$ cat src/rtl/model1_pkg.sv
// Shared types and constants for the model1 sequencer.
package model1_pkg;

    typedef enum logic [1:0] {
        IDLE  = 2'd0,
        SHIFT = 2'd1,
        DRAIN = 2'd2,
        RESP  = 2'd3
    } model1_ctrl_state_e;

    localparam int MODEL1_DATA_W   = 8;
    localparam int MODEL1_FLAG_LAT = 1;

    // Smallest hit-counter width that can hold a count of data_w hits.
    function automatic int model1_min_cnt_w(input int data_w);
        return $clog2(data_w + 1);
    endfunction

endpackage

$ cat src/rtl/model1_shifter.sv
// Loadable MSB-first shift register with bit counter and done strobe.
// bit_out is registered; it shows the loaded MSB the cycle after load and
// returns to 0 once the last bit has been presented.
module model1_shifter #(
    parameter int DATA_W = 8
) (
    input  logic              clk,
    input  logic              rst_n,
    input  logic              load,
    input  logic              shift,
    input  logic [DATA_W-1:0] data,
    output logic              bit_out,
    output logic              done
);
    localparam int BCNT_W = $clog2(DATA_W);
    localparam logic [BCNT_W-1:0] BCNT_LAST = BCNT_W'(DATA_W - 1);

    logic [DATA_W-1:0] sreg_r;
    logic [BCNT_W-1:0] bcnt_r;
    logic              bit_r;

    assign bit_out = bit_r;
    assign done    = shift && (bcnt_r == BCNT_LAST);

    // Load the word, then present one bit per shift cycle, MSB first.
    always_ff @(posedge clk) begin
        if (!rst_n) begin
            sreg_r <= '0;
            bcnt_r <= '0;
            bit_r  <= 1'b0;
        end else if (load) begin
            bit_r  <= data[DATA_W-1];
            sreg_r <= {data[DATA_W-2:0], 1'b0};
            bcnt_r <= '0;
        end else if (shift) begin
            if (bcnt_r == BCNT_LAST) begin
                bit_r <= 1'b0;
            end else begin
                bit_r  <= sreg_r[DATA_W-1];
                sreg_r <= {sreg_r[DATA_W-2:0], 1'b0};
                bcnt_r <= bcnt_r + BCNT_W'(1);
            end
        end else begin
            bit_r <= 1'b0;
        end
    end

endmodule

$ cat src/rtl/model1_seq_ctrl.sv
// Sequencer for the model1 serial detector: serialises a word onto sel,
// counts flag pulses in a latency-aligned window and returns the count.
// Optional macro MODEL1_SEQ_CTRL_POS_EN adds out_first_pos (bit index of the
// first flagged bit, all-ones when no hit).
module model1_seq_ctrl
    import model1_pkg::*;
#(
    parameter int DATA_W   = MODEL1_DATA_W,
    parameter int CNT_W    = model1_min_cnt_w(DATA_W),
    parameter int FLAG_LAT = MODEL1_FLAG_LAT
) (
    input  logic              clk,
    input  logic              rst_n,
    input  logic              in_valid,
    output logic              in_ready,
    input  logic [DATA_W-1:0] in_data,
    output logic              sel,
    input  logic              flag,
    output logic              out_valid,
    input  logic              out_ready,
    output logic [CNT_W-1:0]  out_hits,
`ifdef MODEL1_SEQ_CTRL_POS_EN
    output logic [CNT_W-1:0]  out_first_pos,
`endif
    output logic              busy
);
    // Window counter spans SHIFT and DRAIN: t = 0 .. DATA_W+FLAG_LAT-1.
    localparam int WIN_W = $clog2(DATA_W + FLAG_LAT + 1);
    localparam logic [WIN_W-1:0] WIN_FIRST = WIN_W'(FLAG_LAT);
    localparam logic [WIN_W-1:0] WIN_LAST  = WIN_W'(DATA_W + FLAG_LAT - 1);
    localparam logic [CNT_W-1:0] HITS_MAX  = '1;

    model1_ctrl_state_e state_r, state_s;
    logic               accept_s, shift_s, done_s, in_win_s, hit_s;
    logic [WIN_W-1:0]   win_r;
    logic [CNT_W-1:0]   hits_r, hits_s, out_hits_r;
    logic               in_ready_r, out_valid_r, busy_r;

    assign accept_s  = (state_r == IDLE) && in_valid;
    assign shift_s   = (state_r == SHIFT);
    assign in_ready  = in_ready_r;
    assign out_valid = out_valid_r;
    assign out_hits  = out_hits_r;
    assign busy      = busy_r;

    model1_shifter #(.DATA_W(DATA_W)) u_shifter (
        .clk     (clk),
        .rst_n   (rst_n),
        .load    (accept_s),
        .shift   (shift_s),
        .data    (in_data),
        .bit_out (sel),
        .done    (done_s)
    );

    // Next-state decode.
    always_comb begin
        state_s = state_r;
        case (state_r)
            IDLE:    if (in_valid)           state_s = SHIFT; else state_s = IDLE;
            SHIFT:   if (done_s)             state_s = DRAIN; else state_s = SHIFT;
            DRAIN:   if (win_r == WIN_LAST)  state_s = RESP;  else state_s = DRAIN;
            RESP:    if (out_ready)          state_s = IDLE;  else state_s = RESP;
            default:                         state_s = IDLE;
        endcase
    end

    // Flag window qualification and saturating hit increment.
    always_comb begin
        in_win_s = 1'b0;
        hits_s   = hits_r;
        if ((state_r == SHIFT || state_r == DRAIN) && (win_r >= WIN_FIRST)) begin
            in_win_s = 1'b1;
        end else begin
            in_win_s = 1'b0;
        end
        hit_s = in_win_s && flag;
        if (hit_s && (hits_r != HITS_MAX)) begin
            hits_s = hits_r + CNT_W'(1);
        end else begin
            hits_s = hits_r;
        end
    end

    // State register and registered handshake/status outputs.
    always_ff @(posedge clk) begin
        if (!rst_n) begin
            state_r     <= IDLE;
            in_ready_r  <= 1'b1;
            out_valid_r <= 1'b0;
            busy_r      <= 1'b0;
        end else begin
            state_r     <= state_s;
            in_ready_r  <= (state_s == IDLE);
            out_valid_r <= (state_s == RESP);
            busy_r      <= (state_s != IDLE);
        end
    end

    // Window and hit counters: cleared on accept, advanced through SHIFT/DRAIN.
    always_ff @(posedge clk) begin
        if (!rst_n) begin
            win_r  <= '0;
            hits_r <= '0;
        end else if (accept_s) begin
            win_r  <= '0;
            hits_r <= '0;
        end else if (state_r == SHIFT || state_r == DRAIN) begin
            win_r  <= win_r + WIN_W'(1);
            hits_r <= hits_s;
        end
    end

    // Capture the final count (including the last window slot) on RESP entry.
    always_ff @(posedge clk) begin
        if (!rst_n) begin
            out_hits_r <= '0;
        end else if (state_r == DRAIN && state_s == RESP) begin
            out_hits_r <= hits_s;
        end
    end

`ifdef MODEL1_SEQ_CTRL_POS_EN
    logic [CNT_W-1:0] pos_r, pos_s, out_pos_r;
    logic [WIN_W-1:0] slot_s;

    assign out_first_pos = out_pos_r;

    // Bit index of the window slot that produced the first hit.
    always_comb begin
        slot_s = win_r - WIN_FIRST;
        pos_s  = pos_r;
        if (hit_s && (hits_r == '0)) begin
            pos_s = CNT_W'(slot_s);
        end else begin
            pos_s = pos_r;
        end
    end

    // First-hit position tracking and its RESP-entry capture.
    always_ff @(posedge clk) begin
        if (!rst_n) begin
            pos_r     <= '1;
            out_pos_r <= '1;
        end else begin
            if (accept_s) begin
                pos_r <= '1;
            end else if (state_r == SHIFT || state_r == DRAIN) begin
                pos_r <= pos_s;
            end
            if (state_r == DRAIN && state_s == RESP) begin
                out_pos_r <= pos_s;
            end
        end
    end
`endif

endmodule

$ cat config.mk
export PLATFORM = sky130hd
export DESIGN_NAME = model1_seq_ctrl
export DESIGN_NICKNAME = d
export VERILOG_FILES = /design/src/rtl/model1_pkg.sv /design/src/rtl/model1_shifter.sv /design/src/rtl/model1_seq_ctrl.sv
export SDC_FILE = /design/constraint.sdc
export NUM_CORES = 1
export LEC_CHECK = 0
export BUFFER_PORTS_ARGS = -buffer_cell sky130_fd_sc_hd__buf_2
export CAP_MARGIN = 20
export CORE_UTILIZATION = 55
export CTS_CLUSTER_SIZE = 28
export DETAILED_ROUTE_END_ITERATION = 10
export PLACE_DENSITY = 0.79
export SLEW_MARGIN = 20
export SYNTH_ARGS = -nofsm -noshare
export SYNTH_HDL_FRONTEND = slang
export SYNTH_SLANG_ARGS = --single-unit
export TNS_END_PERCENT = 10
$ cat constraint.sdc
create_clock -name clk -period 2.3 [get_ports clk]
set_input_delay 0.46 -clock clk [delete_from_list [all_inputs] [get_ports clk]]
set_output_delay 0.46 -clock clk [all_outputs]
set_load 0.05 [all_outputs]
; ---- Word level (Yosys, flattened, before mapping)
; Cells that the tools add are included.
[word_totals]
rom_bits = 0
ram_bits = 0
in_bits = 13
reg_bits = 28
n_memories = 0
output_inout_bits = 8
latchBits = 0
elab_cells = 51
[op_classes]
bitwise = 2
reduce_logical = 14
muxes = 13
shift = 0
mul = 0
n_lt_le_gt_ge = 1
n_eq_ne = 8
div = 0
add_sub_neg = 3
[ops]
columns = cell, n
row1 = 2-to-1 mux 8 bit, 3
row2 = "adder 4 x 1 -> 4 bit, second input constant", 2
row3 = one-hot mux 2 bit (4 select lines), 1
row4 = "equality test 2 bit, second input constant", 3
row5 = logical AND 1 bit, 6
row6 = 2-to-1 mux 1 bit, 6
row7 = "equality test 4 bit, second input constant", 1
row8 = "greater-or-equal comparator 4 x 1 -> 1 bit, second input constant", 1
row9 = logical NOT 2 bit, 2
row10 = 2-to-1 mux 2 bit, 2
row11 = 2-to-1 mux 4 bit, 1
row12 = "inequality test 4 bit, second input constant", 1
row13 = AND reduction 2 bit, 2
row14 = nonzero test 2 bit, 2
row15 = "adder 3 x 1 -> 3 bit, second input constant", 1
row16 = "equality test 3 bit, second input constant", 1
row17 = "equality test 2 x 1 -> 1 bit, second input constant", 1
row18 = "inequality test 2 bit, second input constant", 1
row19 = NOT 1 bit, 2
row20 = OR reduction 2 bit, 1
row21 = logical OR 1 bit, 1

; ---- Logic depth before layout (Yosys ltp)
[depth]
ltp_word = 7
depth_mapped = 8
depth_no_buf = 6

; ---- Hierarchy
; Synthesis repeated with hierarchy kept, for this count alone.
[unflattened]
hier_cells = 138
hier_area_um2 = 1358.8
[modules_own_cells]
columns = module, cells_per_inst, area_per_inst_um2, n_inst
row1 = model1_seq_ctrl, 89, 864.6, 1
row2 = model1_shifter, 49, 494.2, 1

; ---- Least setup slack after synthesis
; Ideal clock, no wire load.
[synth_timing]
path_type = register to register
start = reg u_shifter.bcnt_r[0]
end = reg out_hits_r[3] (netlist: out_hits[3])
path_slack_ns = 0.617
path_buffers = 1
t_arrival_ns = 1.566
path_stages_with_launch = 8
synth_period_minus_slack_ns = 1.683
setup_ns = 0.117
path_cell_list = dfxtp_1 > ha_1 > ha_1 > nand2b_1 > buf_6 > a311oi_4 > nand2b_2 > a21oi_2
[synth_via]
elab_chain_len = 6
[synth_rtl]
columns = element, line_no
row1 = start: declaration, model1_shifter.sv:19  ; logic [BCNT_W-1:0] bcnt_r;
row2 = start signal: assignment, model1_shifter.sv:41  ; bcnt_r <= bcnt_r + BCNT_W'(1);
row3 = equality test 3 bit, model1_shifter.sv:23  ; assign done = shift && (bcnt_r == BCNT_LAST);
row4 = logical AND 1 bit, model1_shifter.sv:23
row5 = 2-to-1 mux 2 bit, model1_seq_ctrl.sv:61  ; SHIFT: if (done_s) state_s = DRAIN; else state_s = SHIFT;
row6 = one-hot mux 2 bit (4 select lines), model1_seq_ctrl.sv:59  ; case (state_r)
row7 = equality test 2 bit, model1_seq_ctrl.sv:118  ; end else if (state_r == DRAIN && state_s == RESP) begin
row8 = logical AND 1 bit, model1_seq_ctrl.sv:118
row9 = end signal: assignment, model1_seq_ctrl.sv:119  ; out_hits_r <= hits_s;
row10 = end: declaration, model1_seq_ctrl.sv:36  ; logic [CNT_W-1:0] hits_r, hits_s, out_hits_r;
; Every way passes these cells.
; A chain may end at the register's enable or synchronous reset.

; ---- Worst setup path in the final report
[layout_timing]
start = reg u_shifter.bcnt_r[0]
end = reg u_shifter.sreg_r[5]
[layout_via]
elab_chain_len = 3
[layout_rtl]
columns = element, line_no
row1 = equality test 3 bit, model1_shifter.sv:36  ; if (bcnt_r == BCNT_LAST) begin
row2 = inequality test 2 bit (no line), n/a
row3 = AND reduction 2 bit (no line), n/a
row4 = end signal: assignment, model1_shifter.sv:33  ; sreg_r <= {data[DATA_W-2:0], 1'b0};
row5 = end signal: assignment, model1_shifter.sv:40  ; sreg_r <= {sreg_r[DATA_W-2:0], 1'b0};
row6 = end: declaration, model1_shifter.sv:18  ; logic [DATA_W-1:0] sreg_r;
; Every way passes these cells.

==> results.py <==
metrics = {
    "timing": {
        "min_period_ns": 1.904,
        "achievable-frequency_ghz": 0.5253,
        "final.setup.tns_ns": 0,
        "post-route-worst-setup-slack_ns": 0.3962,
        "slew_headroom_pct": 45.79,
        "tightestPinTransition_ns": 0.8077,
        "share_of_the_clock_period_used_by_the_worst_path_pct": 82.77,
        "maxSlewViolCount": 0,
        "final-setup-viol-count": 0,
        "rsz0062_at_grt": "no",
        "fin_worst_skew_ns": 0.002326,
        "finalHoldViolCount": 0,
    },
    "synth": {
        "synth_simple_gate_area_share_pct": 19.58,
        "synth-edff-count": 0,
        "post-synth-top-area-cell": "sky130_fd_sc_hd__dfxtp_1",
        "top_count_cell_post_synth": "sky130_fd_sc_hd__dfxtp_1",
        "post_synth_inst_count": 142,
        "synth-main-ff-cell": "sky130_fd_sc_hd__dfxtp_1",
        "post_synth_xor_area_fraction_pct": 3.232,
        "netlist.area_leader.share_pct": 41.37,
        "portion_of_netlist_area_occupied_by_mux_cells_pct": 3.693,
        "synth_common_cells": "sky130_fd_sc_hd__dfxtp_1 (28), sky130_fd_sc_hd__nor2_1 (17), sky130_fd_sc_hd__ha_1 (13), sky130_fd_sc_hd__nand2_1 (13), sky130_fd_sc_hd__nand3_1 (9)",
        "ys_top_cells_by_area": "sky130_fd_sc_hd__dfxtp_1 (41%), sky130_fd_sc_hd__ha_1 (12%), sky130_fd_sc_hd__nor2_1 (4.7%)",
        "dominant_combinational_cell_family_by_area_after_synthesis": "simple AND/OR/NAND/NOR gates",
        "yosysSeqAreaShare_pct": 41.37,
        "synthesis.area_um2": 1355,
        "synth-async-reset-ratio_pct": 0,
        "synth_compound_area_share_pct": 15.14,
        "yosys_register_bits": 28,
        "mappedNetlistNets": 168,
        "yosysWarningCount": 0,
        "postSynthAreaPerCell_um2": 9.543,
        "synthAdderAreaFrac_pct": 12.00,
        "synth_cell_type_count": 37,
    },
    "worst_setup_path": {
        "end_kind": "flop",
        "worstSetupPathType": "reg -> reg",
        "worst-r2r-cell-count": 5,
        "worstSetupStartpointType": "flop",
        "critical_path_required_time_ns": 2.54,
        "crit_arrival_ns": 2.14,
        "critPathMaxFanout": 13,
    },
    "flow_run": {
        "cap_violations": 0,
    },
    "placement": {
        "io_buffer_count": 20,
        "globalplace.congestion": 0.7515,
        "preCtsSetupSlack_ns": 0.4038,
        "detailed_place_hpwl_um": 1903,
    },
    "layout": {
        "finalCoreUtilization_pct": 64.98,
        "area_delta_synth_final_pct": 9.141,
        "ff_latch_area_um2": 560.5,
        "multi_input_comb_area_um2": 726.9,
        "antenna-diode-count": 0,
        "layout-drive-gt1-share_pct": 20.00,
        "final.fill_count": 188,
        "final_net_count": 188,
    },
    "routing": {
        "via_count": 1051,
        "detail-route-antenna-nets": 0,
        "wl_per_cell_um": 13.06,
        "drc_marker_count_from_the_first_detailed_route_iteration": 13,
        "wirelength_met1_um": 1078,
        "dr_wl_met3_um": 80,
        "met2RoutedLength_um": 1277,
        "route.detailed.drc": 0,
        "routed.top_layer": "met4",
        "firstDrtPassIters": 6,
        "avgViaCountPerCell": 5.590,
        "route.final.wire_length_um": 2455,
    },
    "clock_network": {
        "clock_pin_slew_of_the_registers_on_the_worst_case_setup_and_hold_paths_ns": 0.14,
        "cts_root_buffer": "sky130_fd_sc_hd__clkbuf_4",
        "clock_tree_from_tritoncts": "yes",
        "postCtsSetupRepairBufs": 0,
        "cts_hold_buffers": 0,
        "clk_path_buf_depth": 2,
        "clk_latency_worst_skew_pair_ns": 0.32,
        "post_cts_resized": 0,
        "cts_made_buffers": 3,
        "cts.sink_count": 28,
        "cts_max_level": 1,
    },
    "run_status": {
        "status": "finished, final reports clean",
    },
    "power": {
        "p_leak_nw": 0.6231,
        "vdd_ir_drop_max_uv": 409.8,
        "power_per_cell_area_nw_per_um2": 574.3,
    },
    "global_route": {
        "grt.overflow.total": 0,
        "track_usage_pct": 20.96,
        "grt_max_degree": 15,
        "grt_pass1_wl_um": 4181,
        "number_of_global_route_vias_before_repair": 985,
        "initial_antenna_violation_count": 0,
    },
    "die": {
        "die_footprint_um2": 2666,
        "core.rowCount": 17,
        "die_w_um": 51.64,
        "fp.dieH_um": 51.64,
        "core_um2": 2276,
        "floorplan.initialDensity_pct": 59.54,
        "io_pins": 21,
    },
    "worst_hold_path": {
        "hold_path_depth": 3,
        "hold_path.class": "in -> reg",
    },
}
[cell families (layout without fill, tap and decap cells)]
| logic type | after synthesis | after routing |
|---|---|---|
| AOI/OAI and AO/OA | 24 | 24 |
| xor gates and xnor gates | 5 | 5 |
| adders and majority gates | 13 | 13 |
| buffers and inverters | 13 | 31 |
| DFF | 28 | 28 |
| muxes | 5 | 5 |
| and+or+nand+nor | 54 | 54 |
[placed cells by master (no fill, tap or decap), drive strengths merged, types with 2 or more instances in the layout]
| cell type | n |
|---|---|
| nand4 | 2 |
| xor2 | 3 |
| buf | 21 |
| inv | 7 |
| o211ai | 3 |
| o21ai | 3 |
| a311oi | 8 |
| a21oi | 6 |
| ha | 13 |
| nand3 | 9 |
| dfxtp | 28 |
| clkbuf | 3 |
| nand2b | 5 |
| nor2 | 17 |
| xnor2 | 2 |
| mux2i | 5 |
| nand2 | 14 |
[stage by stage]
stage	total power, W	cells	hold slack [ns]	instance area [µm²]
after floorplan	0.0006347	142	0.4322	1355
after global placement	0.0006580	185	0.4504	1456
after detailed placement	0.0006658	185	0.4532	1456
after CTS	0.0008547	188	0.3900	1479
after global routing	0.0008892	188	0.3814	1479
final	0.0008493	188	0.4024	1479
[critical path: stages, from the launching register on]
cell and delay, ns:
sky130_fd_sc_hd__dfxtp_1 0.35, sky130_fd_sc_hd__ha_1 0.22, sky130_fd_sc_hd__ha_1 0.24, sky130_fd_sc_hd__o21ai_1 0.65, sky130_fd_sc_hd__nor2_1 0.10, sky130_fd_sc_hd__a311oi_1 0.27
[layout make-up]
type / instances / share of cell area [%]
repair buffers: 21 / 7.276
clock buffers: 3 / 1.523
inverters: 7 / 1.777
multi-input cells: 101 / 49.15
well taps: 28 / 2.369
flip-flops and latches: 28 / 37.90
[report_power, final]
part           switching [W]  internal, W  leakage [nW]
Clock               0.000134    0.0000613        0.0138
Combinational      0.0000851    0.0000483         0.381
Sequential         0.0000130     0.000508         0.228
[flip-flops by register name (all words and copies together) (netlist names)]
name,count
u_shifter.bcnt_r,3
in_ready,1
hits_r,4
out_hits,4
u_shifter.sreg_r,7
u_shifter.bit_out,1
out_valid,1
win_r,4
busy,1
state_r,2
[per-layer routing]
layer  up-vias  global-route usage, %
met5         -                      0
met4         0                  6.757
met3         4                  2.924
met2        20                  38.74
met1       497                  24.55
li1        530                      -
[worst paths after layout]
check             slack [ns]                  end                 from
hold reg to reg         0.47    u_shifter.bit_out  u_shifter.sreg_r[7]
setup reg to reg        0.40  u_shifter.sreg_r[5]  u_shifter.bcnt_r[0]
setup / recovery        0.40  u_shifter.sreg_r[5]  u_shifter.bcnt_r[0]
hold / removal          0.40    u_shifter.bit_out           in_data[7]
Power figures use the tool's default switching activity.
